--- config.mk ---
export PLATFORM = sky130hd
export DESIGN_NAME = hit_resolver
export DESIGN_NICKNAME = d
export VERILOG_FILES = /design/src/rtl/game_pkg.sv /design/src/rtl/tick_gen.sv /design/src/rtl/hit_resolver.sv
export SDC_FILE = /design/constraint.sdc
export NUM_CORES = 1
export LEC_CHECK = 0
export CAP_MARGIN = 20
export CORE_ASPECT_RATIO = 1.1
export CORE_MARGIN = 5
export CORE_UTILIZATION = 34
export DETAILED_ROUTE_END_ITERATION = 7
export PLACE_DENSITY = 0.5
export SLEW_MARGIN = 20
export SYNTH_ARGS = -nofsm -noshare
export SYNTH_HDL_FRONTEND = slang
export SYNTH_HIERARCHICAL = 1
export SYNTH_SLANG_ARGS = --single-unit
--- constraint.sdc ---
create_clock -name clk -period 3.16 [get_ports clk]
set_clock_uncertainty 0.1 [all_clocks]
set_input_delay 0.79 -clock clk [delete_from_list [all_inputs] [get_ports clk]]
set_output_delay 0.79 -clock clk [all_outputs]
set_load 0.01 [all_outputs]
--- src/rtl/game_pkg.sv ---
// Shared definitions for the fighting-game hit logic: FSM states, winner codes
// and the saturating damage helper.
package game_pkg;

  localparam int unsigned HEALTH_W = 7;

  typedef enum logic [1:0] {
    ST_IDLE  = 2'd0,
    ST_FIGHT = 2'd1,
    ST_KO    = 2'd2
  } state_e;

  typedef enum logic [1:0] {
    WIN_NONE = 2'b00,
    WIN_P1   = 2'b01,
    WIN_P2   = 2'b10,
    WIN_DRAW = 2'b11
  } winner_e;

  // Health never wraps: any hit at or above remaining health leaves zero.
  function automatic logic [HEALTH_W-1:0] apply_damage(
    input logic [HEALTH_W-1:0] health,
    input logic [HEALTH_W-1:0] dmg
  );
    return (health <= dmg) ? '0 : health - dmg;
  endfunction

endpackage

--- src/rtl/tick_gen.sv ---
// Free-running game-tick divider: one-cycle enable every TICK_DIV clocks.
module tick_gen #(
  parameter int unsigned TICK_DIV = 2500000
) (
  input  logic clk,
  input  logic rst_n,
  output logic tick
);

  localparam int unsigned CNT_W = (TICK_DIV > 1) ? $clog2(TICK_DIV) : 1;
  localparam logic [CNT_W-1:0] LAST = CNT_W'(TICK_DIV - 1);

  logic [CNT_W-1:0] cnt_q, cnt_d;

  assign tick = (cnt_q == LAST);

  always_comb begin
    cnt_d = tick ? '0 : cnt_q + CNT_W'(1);
  end

  always_ff @(posedge clk) begin
    if (!rst_n) cnt_q <= '0;
    else        cnt_q <= cnt_d;
  end

endmodule

--- src/rtl/hit_resolver.sv ---
// Round control and hit resolution for two players: edge-qualified attacks,
// saturating health, per-player invulnerability cooldown and KO/winner logic.
module hit_resolver
  import game_pkg::*;
#(
  parameter int unsigned MAX_HEALTH     = 100,
  parameter int unsigned DAMAGE         = 10,
  parameter int unsigned TICK_DIV       = 2500000,
  parameter int unsigned COOLDOWN_TICKS = 10
) (
  input  logic                clk,
  input  logic                rst_n,
  input  logic                collision,
  input  logic                p1_attack,
  input  logic                p2_attack,
  input  logic                round_start,
  output logic [HEALTH_W-1:0] p1_health,
  output logic [HEALTH_W-1:0] p2_health,
  output logic                p1_hit,
  output logic                p2_hit,
  output logic                ko,
  output logic [1:0]          winner
);

  localparam int unsigned CD_W = (COOLDOWN_TICKS > 0) ? $clog2(COOLDOWN_TICKS + 1) : 1;
  localparam logic [CD_W-1:0]     CD_LOAD = CD_W'(COOLDOWN_TICKS);
  localparam logic [HEALTH_W-1:0] H_MAX   = HEALTH_W'(MAX_HEALTH);
  localparam logic [HEALTH_W-1:0] H_DMG   = HEALTH_W'(DAMAGE);

  state_e              state_q, state_d;
  winner_e             win_q, win_d;
  logic [HEALTH_W-1:0] p1_health_q, p1_health_d, p2_health_q, p2_health_d;
  logic [CD_W-1:0]     p1_cd_q, p1_cd_d, p2_cd_q, p2_cd_d;
  logic                p1_att_q, p2_att_q;
  logic                p1_hit_q, p1_hit_d, p2_hit_q, p2_hit_d;
  logic                tick;
  logic                p1_evt, p2_evt;
  logic                land_on_p1, land_on_p2;

  tick_gen #(
    .TICK_DIV (TICK_DIV)
  ) u_tick_gen (
    .clk   (clk),
    .rst_n (rst_n),
    .tick  (tick)
  );

  assign p1_evt = p1_attack & ~p1_att_q;
  assign p2_evt = p2_attack & ~p2_att_q;

  // Victim's cooldown gates the hit; the attacker's own cooldown is irrelevant.
  assign land_on_p2 = p1_evt & collision & (p2_cd_q == '0);
  assign land_on_p1 = p2_evt & collision & (p1_cd_q == '0);

  always_comb begin
    state_d     = state_q;
    win_d       = win_q;
    p1_health_d = p1_health_q;
    p2_health_d = p2_health_q;
    p1_hit_d    = 1'b0;
    p2_hit_d    = 1'b0;
    p1_cd_d     = (tick && p1_cd_q != '0) ? p1_cd_q - CD_W'(1) : p1_cd_q;
    p2_cd_d     = (tick && p2_cd_q != '0) ? p2_cd_q - CD_W'(1) : p2_cd_q;

    if (round_start) begin
      state_d     = ST_FIGHT;
      win_d       = WIN_NONE;
      p1_health_d = H_MAX;
      p2_health_d = H_MAX;
      p1_cd_d     = '0;
      p2_cd_d     = '0;
    end else begin
      case (state_q)
        ST_FIGHT: begin
          if (land_on_p1) begin
            p1_health_d = apply_damage(p1_health_q, H_DMG);
            p1_hit_d    = 1'b1;
            p1_cd_d     = CD_LOAD;
          end
          if (land_on_p2) begin
            p2_health_d = apply_damage(p2_health_q, H_DMG);
            p2_hit_d    = 1'b1;
            p2_cd_d     = CD_LOAD;
          end
          if (p1_health_d == '0 || p2_health_d == '0) begin
            state_d = ST_KO;
            if (p1_health_d == '0 && p2_health_d == '0) win_d = WIN_DRAW;
            else if (p2_health_d == '0)                  win_d = WIN_P1;
            else                                         win_d = WIN_P2;
          end
        end
        ST_IDLE, ST_KO: ;
        default: state_d = ST_IDLE;
      endcase
    end
  end

  always_ff @(posedge clk) begin
    if (!rst_n) begin
      state_q     <= ST_IDLE;
      win_q       <= WIN_NONE;
      p1_health_q <= '0;
      p2_health_q <= '0;
      p1_cd_q     <= '0;
      p2_cd_q     <= '0;
      p1_att_q    <= 1'b0;
      p2_att_q    <= 1'b0;
      p1_hit_q    <= 1'b0;
      p2_hit_q    <= 1'b0;
    end else begin
      state_q     <= state_d;
      win_q       <= win_d;
      p1_health_q <= p1_health_d;
      p2_health_q <= p2_health_d;
      p1_cd_q     <= p1_cd_d;
      p2_cd_q     <= p2_cd_d;
      p1_att_q    <= p1_attack;
      p2_att_q    <= p2_attack;
      p1_hit_q    <= p1_hit_d;
      p2_hit_q    <= p2_hit_d;
    end
  end

  assign p1_health = p1_health_q;
  assign p2_health = p2_health_q;
  assign p1_hit    = p1_hit_q;
  assign p2_hit    = p2_hit_q;
  assign ko        = (state_q == ST_KO);
  assign winner    = win_q;

endmodule

# Yosys cells after proc, flatten, opt, wreduce, memory -nomap -nowiden
# Cells that the tools add are included.
[word_totals]
output_inout_bits = 19
wordCells = 82
input_bits = 6
reg_bits = 52
[op_classes]
eq_ne = 6
order_cmp = 2
mux = 25
n_reduce_logical = 19
bitwise_logic = 11
add_sub_neg = 5
[ops]
columns = ["operator", "count"]
rows = [
  ["two-way mux 7 bit", 12],
  ["two-way mux 4 bit", 6],
  ["adder 22 x 1 -> 22 bit (second input constant)", 1],
  ["equality test 22 bit (second input constant)", 1],
  ["less-or-equal comparator 7 x 4 -> 1 bit (second input constant)", 2],
  ["zero test 7 bit", 2],
  ["subtractor 7 x 4 -> 7 bit (second input constant)", 2],
  ["zero test 4 bit", 2],
  ["nonzero test 4 bit", 2],
  ["subtractor 4 x 1 -> 4 bit (second input constant)", 2],
  ["bitwise AND 1 bit", 6],
  ["two-way mux 2 bit", 3],
  ["AND reduction 2 bit", 3],
  ["OR reduction 2 bit", 3],
  ["NOT 1 bit", 5],
  ["!= test 2 bit (second input constant)", 2],
  ["case mux 2 bit (2 select lines)", 1],
  ["logical AND 1 bit", 3],
  ["two-way mux 1 bit", 3],
  ["!= test 3 bit (second input constant)", 1],
  ["OR reduction 3 bit", 1],
  ["equality test 2 x 1 -> 1 bit (second input constant)", 1],
  ["equality test 2 bit (second input constant)", 1],
  ["zero test 2 bit", 1],
  ["other kinds (2)", 2],
]

# Longest topological paths before layout
[logic_depth]
depth_word = 12
ltp_mapped = 10
ltp_nobuf = 9

# Hierarchy
# Netlist, hierarchy kept.
[modules_own_cells]
columns = ["module", "seq_area_each_um2", "n_inst", "cells_per_inst", "area_each_um2"]
rows = [
  ["hit_resolver", 600.6, 1, 201, 1644.1],
  ["tick_gen", 440.4, 1, 118, 1013.5],
]

# Least setup slack after synthesis
# Ideal clock, no wire load.
[synth_path]
path_kind = "reg-to-reg"
from = "reg p2_cd_q[0]"
to = "reg win_q[1], in the netlist winner[1]"
t_required_ps = 2945
arrival_time_ps = 2073
setup_ps = 115
period_less_slack_ps = 2288
path_stages_with_launch = 10
slack_ps = 872
n_path_buf = 1
path_cell_list = "dfxtp_1 > inv_1 > ha_1 > or3b_1 > buf_6 > or2_4 > a221o_1 > nor3_4 > a21boi_1 > o21a_1"
[synth_between]
elab_chain_len = 8
word_cells_on_any_way = 11
classes_between = "mux (5); bitwise (1); reduce/logical (5)"
[synth_lines]
columns = ["element", "line", "rtl"]
rows = [
  ["from (decl)", "hit_resolver.sv:33", "logic [CD_W-1:0] p1_cd_q, p1_cd_d, p2_cd_q, p2_cd_d;"],
  ["from (signal assigned)", "hit_resolver.sv:116", "p2_cd_q <= p2_cd_d;"],
  ["zero test 4 bit *", "hit_resolver.sv:52", "assign land_on_p2 = p1_evt & collision & (p2_cd_q == '0);"],
  ["bitwise AND 1 bit *", "hit_resolver.sv:52", ""],
  ["two-way mux 7 bit *", "hit_resolver.sv:80", "if (land_on_p2) begin"],
  ["two-way mux 7 bit *", "hit_resolver.sv:73", "case (state_q)"],
  ["two-way mux 7 bit *", "hit_resolver.sv:65", "if (round_start) begin"],
  ["zero test 7 bit *", "hit_resolver.sv:85, hit_resolver.sv:87, hit_resolver.sv:88", ""],
  ["two-way mux 2 bit (tied with other cells)", "hit_resolver.sv:88", "else if (p2_health_d == '0) win_d = WIN_P1;"],
  ["two-way mux 2 bit or AND reduction 2 bit (tied branches)", "-", ""],
  ["to (signal assigned)", "hit_resolver.sv:112", "win_q <= win_d;"],
  ["to (decl)", "hit_resolver.sv:31", "winner_e win_q, win_d;"],
]
# Mark *: on every way between the ends. The rest lies on a longest branch, timed or not. The select of a mux whose other input is x is not followed.
# A chain may end at the register's enable or synchronous reset.

# Worst setup path after layout
[layout_path]
from = "in collision"
to = "reg win_q[1], in the netlist winner[1]"
[layout_between]
elab_chain_len = 8
word_cells_on_any_way = 17
classes_between = "mux (8); bitwise (4); reduce/logical (5)"
[layout_lines]
columns = ["element", "line", "rtl"]
rows = [
  ["from (decl)", "hit_resolver.sv:13", "input logic collision,"],
  ["bitwise AND 1 bit (on tied branches) (2 in series)", "hit_resolver.sv:52, hit_resolver.sv:53", ""],
  ["two-way mux 7 bit (on tied branches)", "hit_resolver.sv:80, hit_resolver.sv:75", ""],
  ["two-way mux 7 bit", "hit_resolver.sv:73", ""],
  ["two-way mux 7 bit", "hit_resolver.sv:65", ""],
  ["zero test 7 bit (on tied branches)", "hit_resolver.sv:85, hit_resolver.sv:87, hit_resolver.sv:88", ""],
  ["two-way mux 2 bit (tied with other cells)", "hit_resolver.sv:88", ""],
  ["two-way mux 2 bit or AND reduction 2 bit (tied branches)", "-", ""],
]
# Parallel ways exist; a longest one is shown, timed or not. The select of a mux whose other input is x is not followed.

==> metrics.cfg <==
[sta]
timing.final.crit_share_pct = 81.37
timing.slew.headroom_pct = 42.45
timing.final.hold_violations = 0
setup_viol = 0
drv_slew = 0
rsz_0062_raised_after_global_routing = false
fmax_mhz = 388.9
fin_tns_setup_ns = 0
min_period_ns = 2.571
worst_slew_pin_slew_ns = 0.8540

[drt]
dr_total_vias = 2279
first_pass_detailed_route_iteration_total = 4
postRouteWirelength_um = 5816
antenna_left = 0
routed_wire_length_per_instance_um = 12.98
first_iter_violations = 64
drcViolationCount = 0
drt-vias-per-instance = 5.087

[placed_design]
placedInstanceArea_sq_um = 3009
gp_congestion = 0.7760
portBuffers = 24
hpwlAfterDp_um = 4301

[synthesis]
syn-cell-area_sq_um = 2658
postSynthRegisterBits = 52
synth-xor-area-share_pct = 5.932
synth_top_family_by_area = simple AND/OR/NAND/NOR gates
muxShareOfSynthArea_pct = 1.601
postSynth.topFlopCell = dfxtp_1
netlist_instances = 319
synth-compound-area-share_pct = 15.21
post_synth_edffs = 0
synth_sequential_area_ratio_pct = 39.17
syn_nets = 332
yosys_warnings = 6
synth-simple-area-share_pct = 30.51
postSynthAreaPerCell_sq_um = 8.331
async_reset_ff_share_pct = 0
synth_cell_type_count = 51
post_synth_fa_ha_maj_area_fraction_pct = 3.296

[finish]
antenna_cells_inserted = 0
drive_gt1_share_pct = 6.997
fin_area_sq_um = 3138
design.final.nets = 356
area_delta_synth_final_pct = 18.08
filler_cell_count = 773

[setup_path]
worst_setup_slack_for_register_to_register_paths_ns = 0.69
crit-reg2reg-capture = winner[1]$_SDFFE_PP0P_
arrival_ns = 2.68
crit_path_start = collision
rr_startpoint = p2_cd_q[0]$_SDFF_PP0_
crit_path_capture_type = register
r2r.worst_path.cells = 9
critPathLaunchType = input pin
critical_path.max_fanout = 7
cp_data_required_time_ns = 3.27
timing.critical_path.to = winner[1]$_SDFFE_PP0P_
timing.setup.critical_path_class = input pin to register

[grt]
largest_net_degree_at_the_start_of_global_routing = 18
grt_pass1_wl_um = 10180
grt_remaining_overflow = 0
grtUsageTotal_pct = 13.02
initial_antenna_violation_count = 0
first_global_vias = 2225

[clock_tree]
cts_max_path_buffers = 2
tritoncts_clock_tree = done
cts_resized = 0
number_of_buffers_inserted_by_post_cts_setup_repair = 0
clock-root-buffer = clkbuf_8
clkSlewWorstSetupHoldPaths_ns = 0.09
cts_max_level = 2
cts_sinks = 52
cts_inserted_buffers = 5
quantity_of_hold_fixing_buffers_added_after_cts = 0
worst_skew_pair.late_latency_ns = 0.30

[run_status]
outcome = complete, no violations

[power_and_ir_drop]
power.leakage_nw = 1.047
peakVddDrop_uv = 225.1
cellPowerDensity_nw_per_um2 = 431.4

[floorplan]
core_area_sq_um = 7556
floorplan.io_pins = 25
die-area_sq_um = 9686
num_rows = 33
start_util_pct = 35.17
die_w_um = 94.30
fp.dieH_um = 102.7

[job]
drv_cap = 0

[worst_hold_path]
holdCritPathClass = register to register

-- sequential cells by signal, indices dropped and copies added (netlist names) --
register and count:
p1_health 7, p2_health 7, state_q 2, u_tick_gen/cnt_q 22, p2_att_q 1, p1_hit 1
p2_cd_q 4, p1_cd_q 4, p2_hit 1, p1_att_q 1, winner 2
-- kinds of logic after synthesis --
group / Yosys count
xor gates and xnor gates: 18
DFF: 52
muxes: 4
adders and majority gates: 7
and+or+nand+nor: 145
AOI/OAI and AO/OA: 67
buffers and inverters: 26
-- where the power goes --
group          switching [mW]  internal (mW)
clock                   0.215          0.312
combinational          0.0752         0.0648
sequential             0.0176          0.670
-- synthesized netlist by cell type (all sizes together), types with 2 or more instances --
master / n / area share [%]
dfxtp: 52 / 39
nor2: 35 / 5.0
a21oi: 27 / 5.1
nor3: 21 / 4.6
nand2: 19 / 2.7
o21ai: 16 / 3.0
inv: 15 / 2.1
xnor2: 14 / 4.6
nand3: 13 / 2.6
o21a: 9 / 2.5
clkbuf: 8 / 1.1
nor4: 8 / 1.9
or3: 8 / 1.9
ha: 7 / 3.3
nand4: 6 / 1.9
and2: 5 / 1.2
nand2b: 5 / 1.2
o31ai: 5 / 1.4
or4: 5 / 1.6
nor2b: 4 / 0.94
xor2: 4 / 1.3
buf: 3 / 1.0
nor3b: 3 / 0.85
nor4b: 3 / 1.2
a21boi: 2 / 0.57
and4: 2 / 0.66
mux2: 2 / 0.85
mux2i: 2 / 0.75
nand3b: 2 / 0.56
o32ai: 2 / 0.66
or2: 2 / 0.57
or3b: 2 / 0.66
-- critical path, stage by stage --
cell and delay, ns:
clkdlybuf4s50_1 0.48, nand3b_1 0.22, nor4b_2 0.30, mux2i_1 0.27, nand4_1 0.17, nor3_4 0.19
a21boi_1 0.09, o21a_1 0.16
-- metal layers --
layer,share of wire (%),GRT usage [%],wire length (um)
met3,4.9,3.431,286
met5,0,0,0
met1,45,15.80,2630
met4,1.2,4.333,70
met2,49,22.43,2829
-- area by class of cell --
type,count,area (sq um),share of cell area (%)
sequential,52,1041,33.17
clock buffer,5,68.82,2.193
tap,105,131.4,4.187
multi-input combinational,241,1510,48.13
inverter,15,56.30,1.794
clock inverter,2,60.06,1.914
timing repair buffer,28,270.3,8.612
-- through the flow --
stage | setup slack [ns] | power, mW | utilization, % | cells | hold slack [ns]
3_3_place_gp | 0.2535 | 0.8452 | 39.82 | 441 | 0.3457
2_1_floorplan | 0.8725 | 0.7962 | - | 319 | 0.3297
5_1_grt | 0.4470 | 1.420 | 41.53 | 448 | 0.3941
4_1_cts | 0.5718 | 1.382 | 41.53 | 448 | 0.3739
3_5_place_dp | 0.2274 | 0.8449 | 39.82 | 441 | 0.3531
6_report | 0.5887 | 1.354 | 41.53 | 448 | 0.3656
-- cell usage in the layout (no fill, tap or decap), types with 5 or more instances in the layout --
cell type / instances
a21oi_1: 27
and2_1: 5
clkbuf_8: 5
clkdlybuf4s50_1: 24
dfxtp_1: 52
ha_1: 7
inv_1: 15
nand2_1: 19
nand2b_1: 5
nand3_1: 12
nor2_1: 34
nor3_1: 19
nor4_1: 8
o21a_1: 9
o21ai_0: 14
o31ai_1: 5
or3_1: 8
xnor2_1: 14
-- how the worst min path moves through the flow --
stage | start | to | slack (ns) | cells after the start
after CTS | u_tick_gen/cnt_q[0]$_SDFF_PP0_ | u_tick_gen/cnt_q[0]$_SDFF_PP0_ | 0.37 | 1
final | u_tick_gen/cnt_q[0]$_SDFF_PP0_ | u_tick_gen/cnt_q[0]$_SDFF_PP0_ | 0.37 | 1
after detailed placement | u_tick_gen/cnt_q[0]$_SDFF_PP0_ | u_tick_gen/cnt_q[0]$_SDFF_PP0_ | 0.35 | 1
after global routing | u_tick_gen/cnt_q[0]$_SDFF_PP0_ | u_tick_gen/cnt_q[0]$_SDFF_PP0_ | 0.39 | 1
after global placement | u_tick_gen/cnt_q[0]$_SDFF_PP0_ | u_tick_gen/cnt_q[0]$_SDFF_PP0_ | 0.35 | 1
after floorplan | u_tick_gen/cnt_q[0]$_SDFF_PP0_ | u_tick_gen/cnt_q[0]$_SDFF_PP0_ | 0.33 | 1
(Power assumes the default switching activity.)
